$ cat src/rtl/ram_block_reader.sv
// Burst reader for an async SRAM: reads len consecutive words from base_addr, strobing each out.
// Optional RAM_READ_CHECK_EN compares each word against seed + index and counts mismatches.
module ram_block_reader #(
    parameter int ADDR_W    = 18,
    parameter int DATA_W    = 16,
    parameter int LEN_W     = 5,
    parameter int OE_CYCLES = 2
) (
    input  logic              clk,
    input  logic              rst,
    input  logic              start,
    input  logic [ADDR_W-1:0] base_addr,
    input  logic [LEN_W-1:0]  len,
    input  logic [DATA_W-1:0] seed,
    output logic              busy,
    output logic              done,
    output logic [DATA_W-1:0] rd_data,
    output logic              rd_valid,
    output logic [LEN_W-1:0]  rd_index,
    output logic              err_flag,
    output logic [LEN_W-1:0]  err_count,
    output logic [ADDR_W-1:0] ram_addr,
    inout  wire  [DATA_W-1:0] ram_data,
    output logic              ram_oe_n,
    output logic              ram_we_n,
    output logic              ram_en_n
);

    localparam int CNT_W = (OE_CYCLES > 1) ? $clog2(OE_CYCLES) : 1;

    typedef enum logic [2:0] {
        S_IDLE,
        S_SETUP,
        S_STROBE,
        S_SAMPLE,
        S_DONE
    } state_t;

    state_t            state_q, state_d;
    logic [CNT_W-1:0]  cnt_q, cnt_d;
    logic [LEN_W-1:0]  remain_q, remain_d;
    logic [ADDR_W-1:0] addr_q, addr_d;
    logic [DATA_W-1:0] rd_data_q, rd_data_d;
    logic [LEN_W-1:0]  rd_index_q, rd_index_d;
    logic              busy_q, busy_d;
    logic              done_q, done_d;
    logic              rd_valid_q, rd_valid_d;
    logic              oe_n_q, oe_n_d;
    logic              en_n_q, en_n_d;
    logic              err_flag_q, err_flag_d;
    logic [LEN_W-1:0]  err_count_q, err_count_d;

`ifdef RAM_READ_CHECK_EN
    logic [DATA_W-1:0] seed_q, seed_d;
    logic [DATA_W-1:0] expect_w;
`else
    logic              unused_seed;
    assign unused_seed = ^seed;
`endif

    assign ram_data = 'z;
    assign ram_we_n = 1'b1;

    always_comb begin
        state_d     = state_q;
        cnt_d       = cnt_q;
        remain_d    = remain_q;
        addr_d      = addr_q;
        rd_data_d   = rd_data_q;
        rd_index_d  = rd_index_q;
        err_flag_d  = err_flag_q;
        err_count_d = err_count_q;
`ifdef RAM_READ_CHECK_EN
        seed_d      = seed_q;
        expect_w    = seed_q + DATA_W'(rd_index_q);
`endif

        case (state_q)
            S_IDLE: begin
                if (start) begin
                    err_flag_d  = 1'b0;
                    err_count_d = '0;
                    if (len != '0) begin
                        state_d    = S_SETUP;
                        addr_d     = base_addr;
                        remain_d   = len;
                        rd_index_d = '0;
`ifdef RAM_READ_CHECK_EN
                        seed_d     = seed;
`endif
                    end else begin
                        state_d = S_DONE;
                    end
                end
            end
            S_SETUP: begin
                state_d = S_STROBE;
                cnt_d   = '0;
            end
            S_STROBE: begin
                if (cnt_q == CNT_W'(OE_CYCLES - 1)) begin
                    rd_data_d = ram_data;
                    state_d   = S_SAMPLE;
                end else begin
                    cnt_d = cnt_q + 1'b1;
                end
            end
            S_SAMPLE: begin
                addr_d     = addr_q + 1'b1;
                rd_index_d = rd_index_q + 1'b1;
                remain_d   = remain_q - 1'b1;
                state_d    = (remain_q > LEN_W'(1)) ? S_SETUP : S_DONE;
`ifdef RAM_READ_CHECK_EN
                if (rd_data_q != expect_w) begin
                    err_flag_d = 1'b1;
                    if (err_count_q != '1)
                        err_count_d = err_count_q + 1'b1;
                end
`endif
            end
            S_DONE: begin
                state_d = S_IDLE;
            end
            default: begin
                state_d = S_IDLE;
            end
        endcase

        // Strobes and bus controls are registered copies decoded from the next state.
        busy_d     = (state_d != S_IDLE);
        done_d     = (state_d == S_DONE);
        rd_valid_d = (state_d == S_SAMPLE);
        oe_n_d     = (state_d != S_STROBE);
        en_n_d     = !((state_d == S_SETUP) || (state_d == S_STROBE) || (state_d == S_SAMPLE));
    end

    always_ff @(posedge clk) begin
        if (!rst) begin
            state_q     <= S_IDLE;
            cnt_q       <= '0;
            remain_q    <= '0;
            addr_q      <= '0;
            rd_data_q   <= '0;
            rd_index_q  <= '0;
            busy_q      <= 1'b0;
            done_q      <= 1'b0;
            rd_valid_q  <= 1'b0;
            oe_n_q      <= 1'b1;
            en_n_q      <= 1'b1;
            err_flag_q  <= 1'b0;
            err_count_q <= '0;
`ifdef RAM_READ_CHECK_EN
            seed_q      <= '0;
`endif
        end else begin
            state_q     <= state_d;
            cnt_q       <= cnt_d;
            remain_q    <= remain_d;
            addr_q      <= addr_d;
            rd_data_q   <= rd_data_d;
            rd_index_q  <= rd_index_d;
            busy_q      <= busy_d;
            done_q      <= done_d;
            rd_valid_q  <= rd_valid_d;
            oe_n_q      <= oe_n_d;
            en_n_q      <= en_n_d;
            err_flag_q  <= err_flag_d;
            err_count_q <= err_count_d;
`ifdef RAM_READ_CHECK_EN
            seed_q      <= seed_d;
`endif
        end
    end

    assign busy      = busy_q;
    assign done      = done_q;
    assign rd_data   = rd_data_q;
    assign rd_valid  = rd_valid_q;
    assign rd_index  = rd_index_q;
    assign err_flag  = err_flag_q;
    assign err_count = err_count_q;
    assign ram_addr  = addr_q;
    assign ram_oe_n  = oe_n_q;
    assign ram_en_n  = en_n_q;

endmodule

$ cat config.mk
export PLATFORM = sky130hd
export DESIGN_NAME = ram_block_reader
export DESIGN_NICKNAME = d
export VERILOG_FILES = /design/src/rtl/ram_block_reader.sv
export SDC_FILE = /design/constraint.sdc
export NUM_CORES = 1
export LEC_CHECK = 0
export ABC_AREA = 1
export CAP_MARGIN = 40
export CELL_PAD_IN_SITES_DETAIL_PLACEMENT = 1
export CELL_PAD_IN_SITES_GLOBAL_PLACEMENT = 2
export CORE_MARGIN = 10
export CORE_UTILIZATION = 21
export DETAILED_ROUTE_END_ITERATION = 12
export HOLD_SLACK_MARGIN = 0.06
export PLACE_DENSITY = 0.77
export SETUP_SLACK_MARGIN = 0.02
export SYNTH_ARGS = -nofsm -noshare
export SYNTH_HDL_FRONTEND = slang
export SYNTH_SLANG_ARGS = --single-unit
$ cat constraint.sdc
create_clock -name clk -period 1.8 [get_ports clk]
set_clock_uncertainty 0.1 [all_clocks]
set_input_delay 0.54 -clock clk [delete_from_list [all_inputs] [get_ports clk]]
set_output_delay 0.54 -clock clk [all_outputs]
set_load 0.02 [all_outputs]
# Word-level counts from Yosys, hierarchy flattened
# Index checks and enable logic that the tools add are counted.
[classes]
add_sub_neg = 4
order_cmp = 1
reduce_logical = 10
eq_ne = 10
muxes = 16
[op_table]
columns = ["op", "count"]
rows = [
  ["$mux 18", 2],
  ["$pmux 18 s2", 1],
  ["$mux 5", 4],
  ["$pmux 5 s2", 2],
  ["$add 18x1->18 const B", 1],
  ["$eq 3x2->1 const B", 4],
  ["$mux 3", 4],
  ["$pmux 3 s4", 1],
  ["$eq 3x1->1 const B", 2],
  ["$add 5x1->5 const B", 1],
  ["$gt 5x1->1 const B", 1],
  ["$reduce_bool 5->1", 1],
  ["$sub 5x1->5 const B", 1],
  ["$ne 2x2->1 const B", 2],
  ["$reduce_bool 2->1", 2],
  ["$eq 3x3->1 const B", 1],
  ["$logic_not 3->1", 1],
  ["$ne 3x2->1 const B", 1],
  ["$reduce_and 3->1", 1],
  ["$reduce_bool 3->1", 1],
  ["$logic_or 1x1->1", 2],
  ["$pmux 1 s2", 1],
  ["$reduce_and 2->1", 1],
  ["$add 1x1->1 const B", 1],
  ["2 further kinds", 2],
]
[totals]
word_cells = 52
reg_bits = 38
output_inout_bits = 67
in_bits = 42

# Depth between registers and ports, before layout
# Gate-level depths: netlist of the first run.
[logic_depth]
word_depth = 8
ltp_mapped = 11
mapped_depth_nobuf = 10

# Worst setup path before layout of the first run
# OpenSTA, ideal clock, no wires.
[synth_timing]
kind = "register to register"
start = "register addr_q[0] (netlist: ram_addr[0])"
end = "register addr_q[12] (netlist: ram_addr[12])"
path_slack_ns = 0.218
required_ns = 1.590
n_path_buf = 0
setup_time_ns = 0.110
t_arrival_ns = 1.373
period_less_slack_ns = 1.582
path_stages_with_launch = 11
path_cell_list = "dfxtp_1 -> ha_1 -> nand2_1 -> nor2_1 -> inv_1 -> nor2_2 -> nand2_1 -> nand3_1 -> nand3_1 -> nand2_1 -> inv_1"
[synth_via]
elab_chain_len = 2
[synth_rtl]
columns = ["element", "line_no", "rtl"]
rows = [
  ["start, declared", "42", "logic [ADDR_W-1:0] addr_q, addr_d;"],
  ["start signal, assigned", "159", "addr_q <= addr_d;"],
  ["$add 18x1->18", "109", "addr_d = addr_q + 1'b1;"],
  ["$pmux 18 s2", "78", "case (state_q)"],
]
# Every way passes these cells.
# A chain may end at the register's enable or synchronous reset.

==> results.yml, run 1 <==
outcome:
  status: "completed"
setup_path:
  reg2reg_from: "ram_addr[1]"
  timing_worst_setup_path_type: "flop to primary output"
  cp.arrival_ns: 1.10
  reg2reg_slack_ns: 0.20
  r2r_cells: 8
  cp-end-kind: "primary output"
  worstSetupStartpointType: "flop"
  crit_required_ns: 1.16
  crit_fanout: 16
  r2r_end: "ram_addr[10]"
sta:
  hold_ws_ns: 0.382
  setup_violations: 0
  slew_violations: 0
  hold_viol_final: 0
  fin_ws_ns: 0.0567
  period_minus_slack_ns: 1.74
  fmax_mhz: 574
  period_share_pct: 96.9
  rsz0062_at_grt: "true"
detailed_routing:
  vias_per_cell: 4.19
  drtIter0Drc: 94
  drtAntennaViolNets: 0
  wl_met1_mm: 3.70
  routedWlPerCell_um: 13.8
  drc: 0
  dr.pass1.iters: 4
  wl_met3_um: 492
  vias: 2470
  top_layer_used: "met4"
  wl_met2_mm: 3.87
  wl_mm: 8.13
global_route:
  grt_pass1_wl_mm: 13.4
  antenna_found_initial: 0
  grt.overflow.total: 0
  grt_pass1_vias: 2676
  grt_max_degree: 19
  grt_usage_pct: 9.81
placed_design:
  portBuffers: 69
  dp_hpwl_mm: 6.48
  post_dp_cell_area_mm2: 0.00330
  place_ws_ns: -0.370
  place_congestion: 0.756
cts:
  h-tree-depth: 2
  path_clk_slew_ns: 0.06
  ctsLongestPathBuffers: 2
  cts_inserted_buffers: 5
  cts_sinks: 38
  tritoncts: "built"
  cts_root_buf: "clkbuf_16"
  clk_latency_ns: 0.28
die:
  die_h_um: 127
  initial_core_util_pct: 21.3
  core_area_mm2: 0.0114
  num_rows: 39
  die-area_mm2: 0.0162
  ios: 109
  die_w_um: 127
cells_and_area:
  nets: 492
  final_cell_area_mm2: 0.00341
  nFillCells: 1444
  fin_util_pct: 30.0
  syn_to_final_growth_pct: 40.7
  regArea_um2: 762
  diodes: 0
  multi_input_area_mm2: 0.00125
  drive_above_1_share_pct: 17.9
logic_synthesis:
  yosys_warnings: 0
  ys_seq_area_share_pct: 31.4
  synth_edf_count: 0
  synth_top_cells_by_area: "dfxtp_1, nand2_1, buf_4, nand3_1, inv_1"
  synth_cell_types: 37
  synth.cell_area_mm2: 0.00242
  synth_top_area_share_pct: 31.4
  ys_ff_latch: 38
  synth_top_flop_cell: "dfxtp_1"
  syn_area_per_cell_um2: 6.73
  synthCells: 360
  async_reset_ff_share_pct: 0
  synth_top_area_cell: "dfxtp_1"
hold_path:
  hp-class: "flop to flop"
  hold_path_startpoint: "rd_data[0]"
  holdPathStages: 2
  worstHoldEndpoint: "rd_data[0]"
power:
  peakVddDrop_v: 0.000451
  swShare_pct: 31.0
  clkPwrFrac_pct: 36.6
  power_switching_uw: 766
  pwr-share-comb_pct: 25.3
  p_leak_nw: 1.64
  power_density_mw_per_mm2: 726
  internal_power_mw: 1.71
  total_power_mw: 2.47
  pwr-share-seq_pct: 38.0
flow_run:
  cap_violations: 0
## critical path, cell delays in order, from the launching register on
cell and delay, ns:
dfxtp_1 0.38, buf_12 0.14, clkdlybuf4s15_1 0.31
## cell usage after synthesis (2+ instances only)
| cell type | number |
|---|---|
| buf_6 | 2 |
| dfxtp_1 | 38 |
| a31oi_1 | 5 |
| nor3_1 | 3 |
| o22ai_1 | 2 |
| o21ai_0 | 6 |
| o21bai_1 | 3 |
| ha_1 | 4 |
| nand4_1 | 6 |
| inv_1 | 39 |
| nand3_1 | 32 |
| nor2_1 | 29 |
| buf_4 | 40 |
| nor2_2 | 2 |
| buf_2 | 2 |
| clkbuf_1 | 3 |
| nand3_4 | 2 |
| conb_1 | 2 |
| a21oi_1 | 22 |
| o21ai_1 | 3 |
| inv_2 | 3 |
| xor2_1 | 2 |
| inv_4 | 2 |
| nand2_1 | 95 |
## power groups by stage
stage / Combinational [mW] / Clock [mW] / Sequential, mW
2_1_floorplan: 0.325 / 0 / 1.02
3_3_place_gp: 0.631 / 0 / 0.959
3_5_place_dp: 0.642 / 0 / 0.962
4_1_cts: 0.632 / 0.936 / 0.942
5_1_grt: 0.696 / 0.970 / 0.951
6_report: 0.626 / 0.906 / 0.941
## through the flow
| step | cells | TNS, ns |
|---|---|---|
| after global placement | 579 | -8.06 |
| after CTS | 589 | 0 |
| after global routing | 590 | 0 |
| after floorplan | 381 | 0 |
| final | 590 | 0 |
| after detailed placement | 579 | -9.41 |
## worst max-delay path by stage
| stage | from | end | slack (ns) | depth (start not counted) |
|---|---|---|---|---|
| finish | rd_data[0] | rd_data[2] | 0.06 | 2 |
| global route | len[1] | ram_addr[10] | 0.007 | 10 |
| CTS | rd_data[0] | rd_data[13] | 0.009 | 2 |
| detailed placement | len[3] | ram_en_n | -0.37 | 9 |
| global placement | len[3] | busy | -0.34 | 8 |
| floorplan | ram_addr[0] | ram_addr[12] | 0.22 | 10 |
## layout make-up
type	count	area share [%]
flip-flops and latches	38	22.4
clock buffers	6	4.07
inverters	45	5.25
multi-input cells	251	36.6
repair buffers	105	26.1
well taps	143	5.25
clock inverters	2	0.367
## layout by cell type, fill, tap and decap left out, drive strengths merged, types with 2 or more instances in the layout
master         count
o21bai             3
nand3             34
dlygate4sd2       30
clkinv             2
o22ai              2
a31oi              5
buf               36
ha                 4
inv               44
conb              23
nand2             97
xor2               2
dlymetal6s2s       3
a21oi             22
nor2              32
clkbuf            21
dfxtp             38
o21ai              9
clkdlybuf4s50     20
nor3               3
nand4              7
## sequential cells by signal (all words and copies together) (netlist names)
signal,count
busy,1
done,1
state_q,3
cnt_q,1
remain_q,5
ram_oe_n,1
ram_en_n,1
rd_index,5
ram_addr,18
rd_valid,1
rd_data,1
## per-layer routing
metal | up-vias | GRT usage (%)
met4 | 0 | 2.34
met1 | 1141 | 11.4
met3 | 6 | 3.23
li1 | 1264 | -
met5 | - | 0
met2 | 59 | 16.9
## timing repair
item                                    in CTS  in global routing
buffers inserted                             2                  1
resized for setup                           54                 38
pin swaps                                    3                  1
endpoints found under the setup margin      65                 33
cloned                                       0                  0
hold buffers                                 0                  0
## cell families (layout without fill, tap and decap cells)
group	count (synthesis)	count (layout)	share of synthesized area [%]
DFF	38	38	31.4
xor gates and xnor gates	2	2	0.723
other	2	23	0.310
AOI/OAI and AO/OA	47	47	11.3
buffers and inverters	92	158	21.4
and+or+nand+nor	175	175	32.8
adders and majority gates	4	4	2.07
(Power assumes the default switching activity.)
==> inputs of run 2 (changes only) <==
--- a/config.mk
+++ b/config.mk
@@ -14,2 +14,3 @@
 export DETAILED_ROUTE_END_ITERATION = 12
+export GPL_ROUTABILITY_DRIVEN = 0
 export HOLD_SLACK_MARGIN = 0.06
==> constraint.sdc (replaced) <==
create_clock -name clk -period 1.8 [get_ports clk]
set_clock_uncertainty 0.1 [all_clocks]
set_input_delay 0.36 -clock clk [delete_from_list [all_inputs] [get_ports clk]]
set_output_delay 0.36 -clock clk [all_outputs]
set_load 0.02 [all_outputs]
==> results.yml, run 2 (synthesized netlist as in run 1, its figures left out) <==
outcome:
  status: "completed"
sta:
  period_minus_slack_ns: 1.71
  tns_ns: 0
  hold_viol_final: 0
  period_share_pct: 94.8
  fmax_mhz: 586
  setup_violations: 0
  slew_violations: 0
  hold_ws_ns: 0.378
  rsz0062_at_grt: "false"
power:
  p_leak_nw: 1.61
  power_density_mw_per_mm2: 716
  peakVddDrop_v: 0.000369
cts:
  clk_latency_ns: 0.28
  path_clk_slew_ns: 0.06
  cts_root_buf: "clkbuf_16"
  cts_inserted_buffers: 5
  cts_sinks: 38
  tritoncts: "built"
  post_cts_buffers: 0
  h-tree-depth: 2
  ctsLongestPathBuffers: 2
setup_path:
  crit_start: "ram_addr[9]"
  cp.arrival_ns: 1.25
  r2r_cells: 8
  cp-end-kind: "primary output"
  cpLargestDelayFamily: "buffers and inverters"
  crit_required_ns: 1.34
  timing_worst_setup_path_type: "flop to primary output"
  crit_path_cell_trace: "clkdlybuf4s50_1"
  crit_buf_inv: 1
  worstSetupStartpointType: "flop"
  cp_slowest_cell: "clkdlybuf4s50_1"
  crit_fanout: 2
  slowest_delay_ns: 0.64
  reg2reg_from: "ram_addr[1]"
  cp.depth: 1
die:
  die-area_mm2: 0.0162
  ios: 109
  num_rows: 39
  initial_core_util_pct: 21.3
  core_area_mm2: 0.0114
  die_w_um: 127
  die_h_um: 127
cells_and_area:
  nFillCells: 1454
  regArea_um2: 762
  largest_register_ffs: 18
  mostFrequentLayoutCell: "nand2_1"
  final_cell_mix: "nand2_1, inv_1, dfxtp_1"
  final_cell_area_mm2: 0.00336
  syn_to_final_growth_pct: 38.5
  multi_input_area_mm2: 0.00124
  drive_above_1_share_pct: 11.5
  diodes: 0
  nets: 481
detailed_routing:
  vias_per_cell: 4.25
  drtIter0Drc: 108
  drc: 0
  dr.pass1.iters: 4
  wl_mm: 8.16
  vias: 2454
  drtAntennaViolNets: 0
  routedWlPerCell_um: 14.1
placed_design:
  post_dp_cell_area_mm2: 0.00323
  portBuffers: 69
  dp_hpwl_mm: 6.47
hold_path:
  hold_path_startpoint: "remain_q[4]"
  hp-class: "flop to flop"
  holdPathStages: 2
flow_run:
  cap_violations: 0
global_route:
  grt_max_degree: 19
  grt_pass1_wl_mm: 13.4
  grt_pass1_vias: 2647
  grt.overflow.total: 0
  grt_usage_pct: 9.95
  antenna_found_initial: 0
-- run 2: where the power goes --
group	switching (mW)	internal, mW
Sequential	0.0544	0.900
Clock	0.351	0.506
Combinational	0.346	0.244
Total	0.751	1.65
-- run 2: area by class of cell --
| cell class | instances | share of cell area [%] |
|---|---|---|
| inverter | 45 | 5.22 |
| clock buffer | 6 | 3.84 |
| timing repair buffer | 94 | 25.6 |
| clock inverter | 1 | 0.224 |
| multi-input combinational | 251 | 37.1 |
| tap | 143 | 5.33 |
| sequential | 38 | 22.7 |
-- run 2: layer usage --
layer / track usage (%) / part of all wire [%] / routed length (um)
met5: 0 / 0 / 0
met4: 2.48 / 1.2 / 96
met3: 3.47 / 6.4 / 519
met2: 16.7 / 47 / 3810
met1: 11.8 / 46 / 3730
-- run 2: worst paths after layout --
kind / endpoint / slack, ns
worst max-delay path: ram_addr[9] / 0.09
worst min-delay path: remain_q[4] / 0.38
worst max register to register: ram_addr[10] / 0.20
worst min register to register: remain_q[4] / 0.38
-- run 2: what timing repair did --
item	in CTS	in global routing
pin swaps	0	1
endpoints found under the hold margin	0	0
resized for setup	31	10
hold buffers	0	0
endpoints found under the setup margin	31	13
-- run 2: stage by stage --
| step | total power [mW] | utilization [%] | std cells | worst slack [ns] |
|---|---|---|---|---|
| 2_1_floorplan | 1.34 | - | 381 | 0.218 |
| 3_3_place_gp | 1.57 | 28.4 | 571 | -0.130 |
| 3_5_place_dp | 1.58 | 28.4 | 571 | -0.183 |
| 4_1_cts | 2.44 | 29.2 | 578 | 0.0221 |
| 5_1_grt | 2.55 | 29.5 | 578 | 0.0304 |
| 6_report | 2.40 | 29.5 | 578 | 0.0938 |
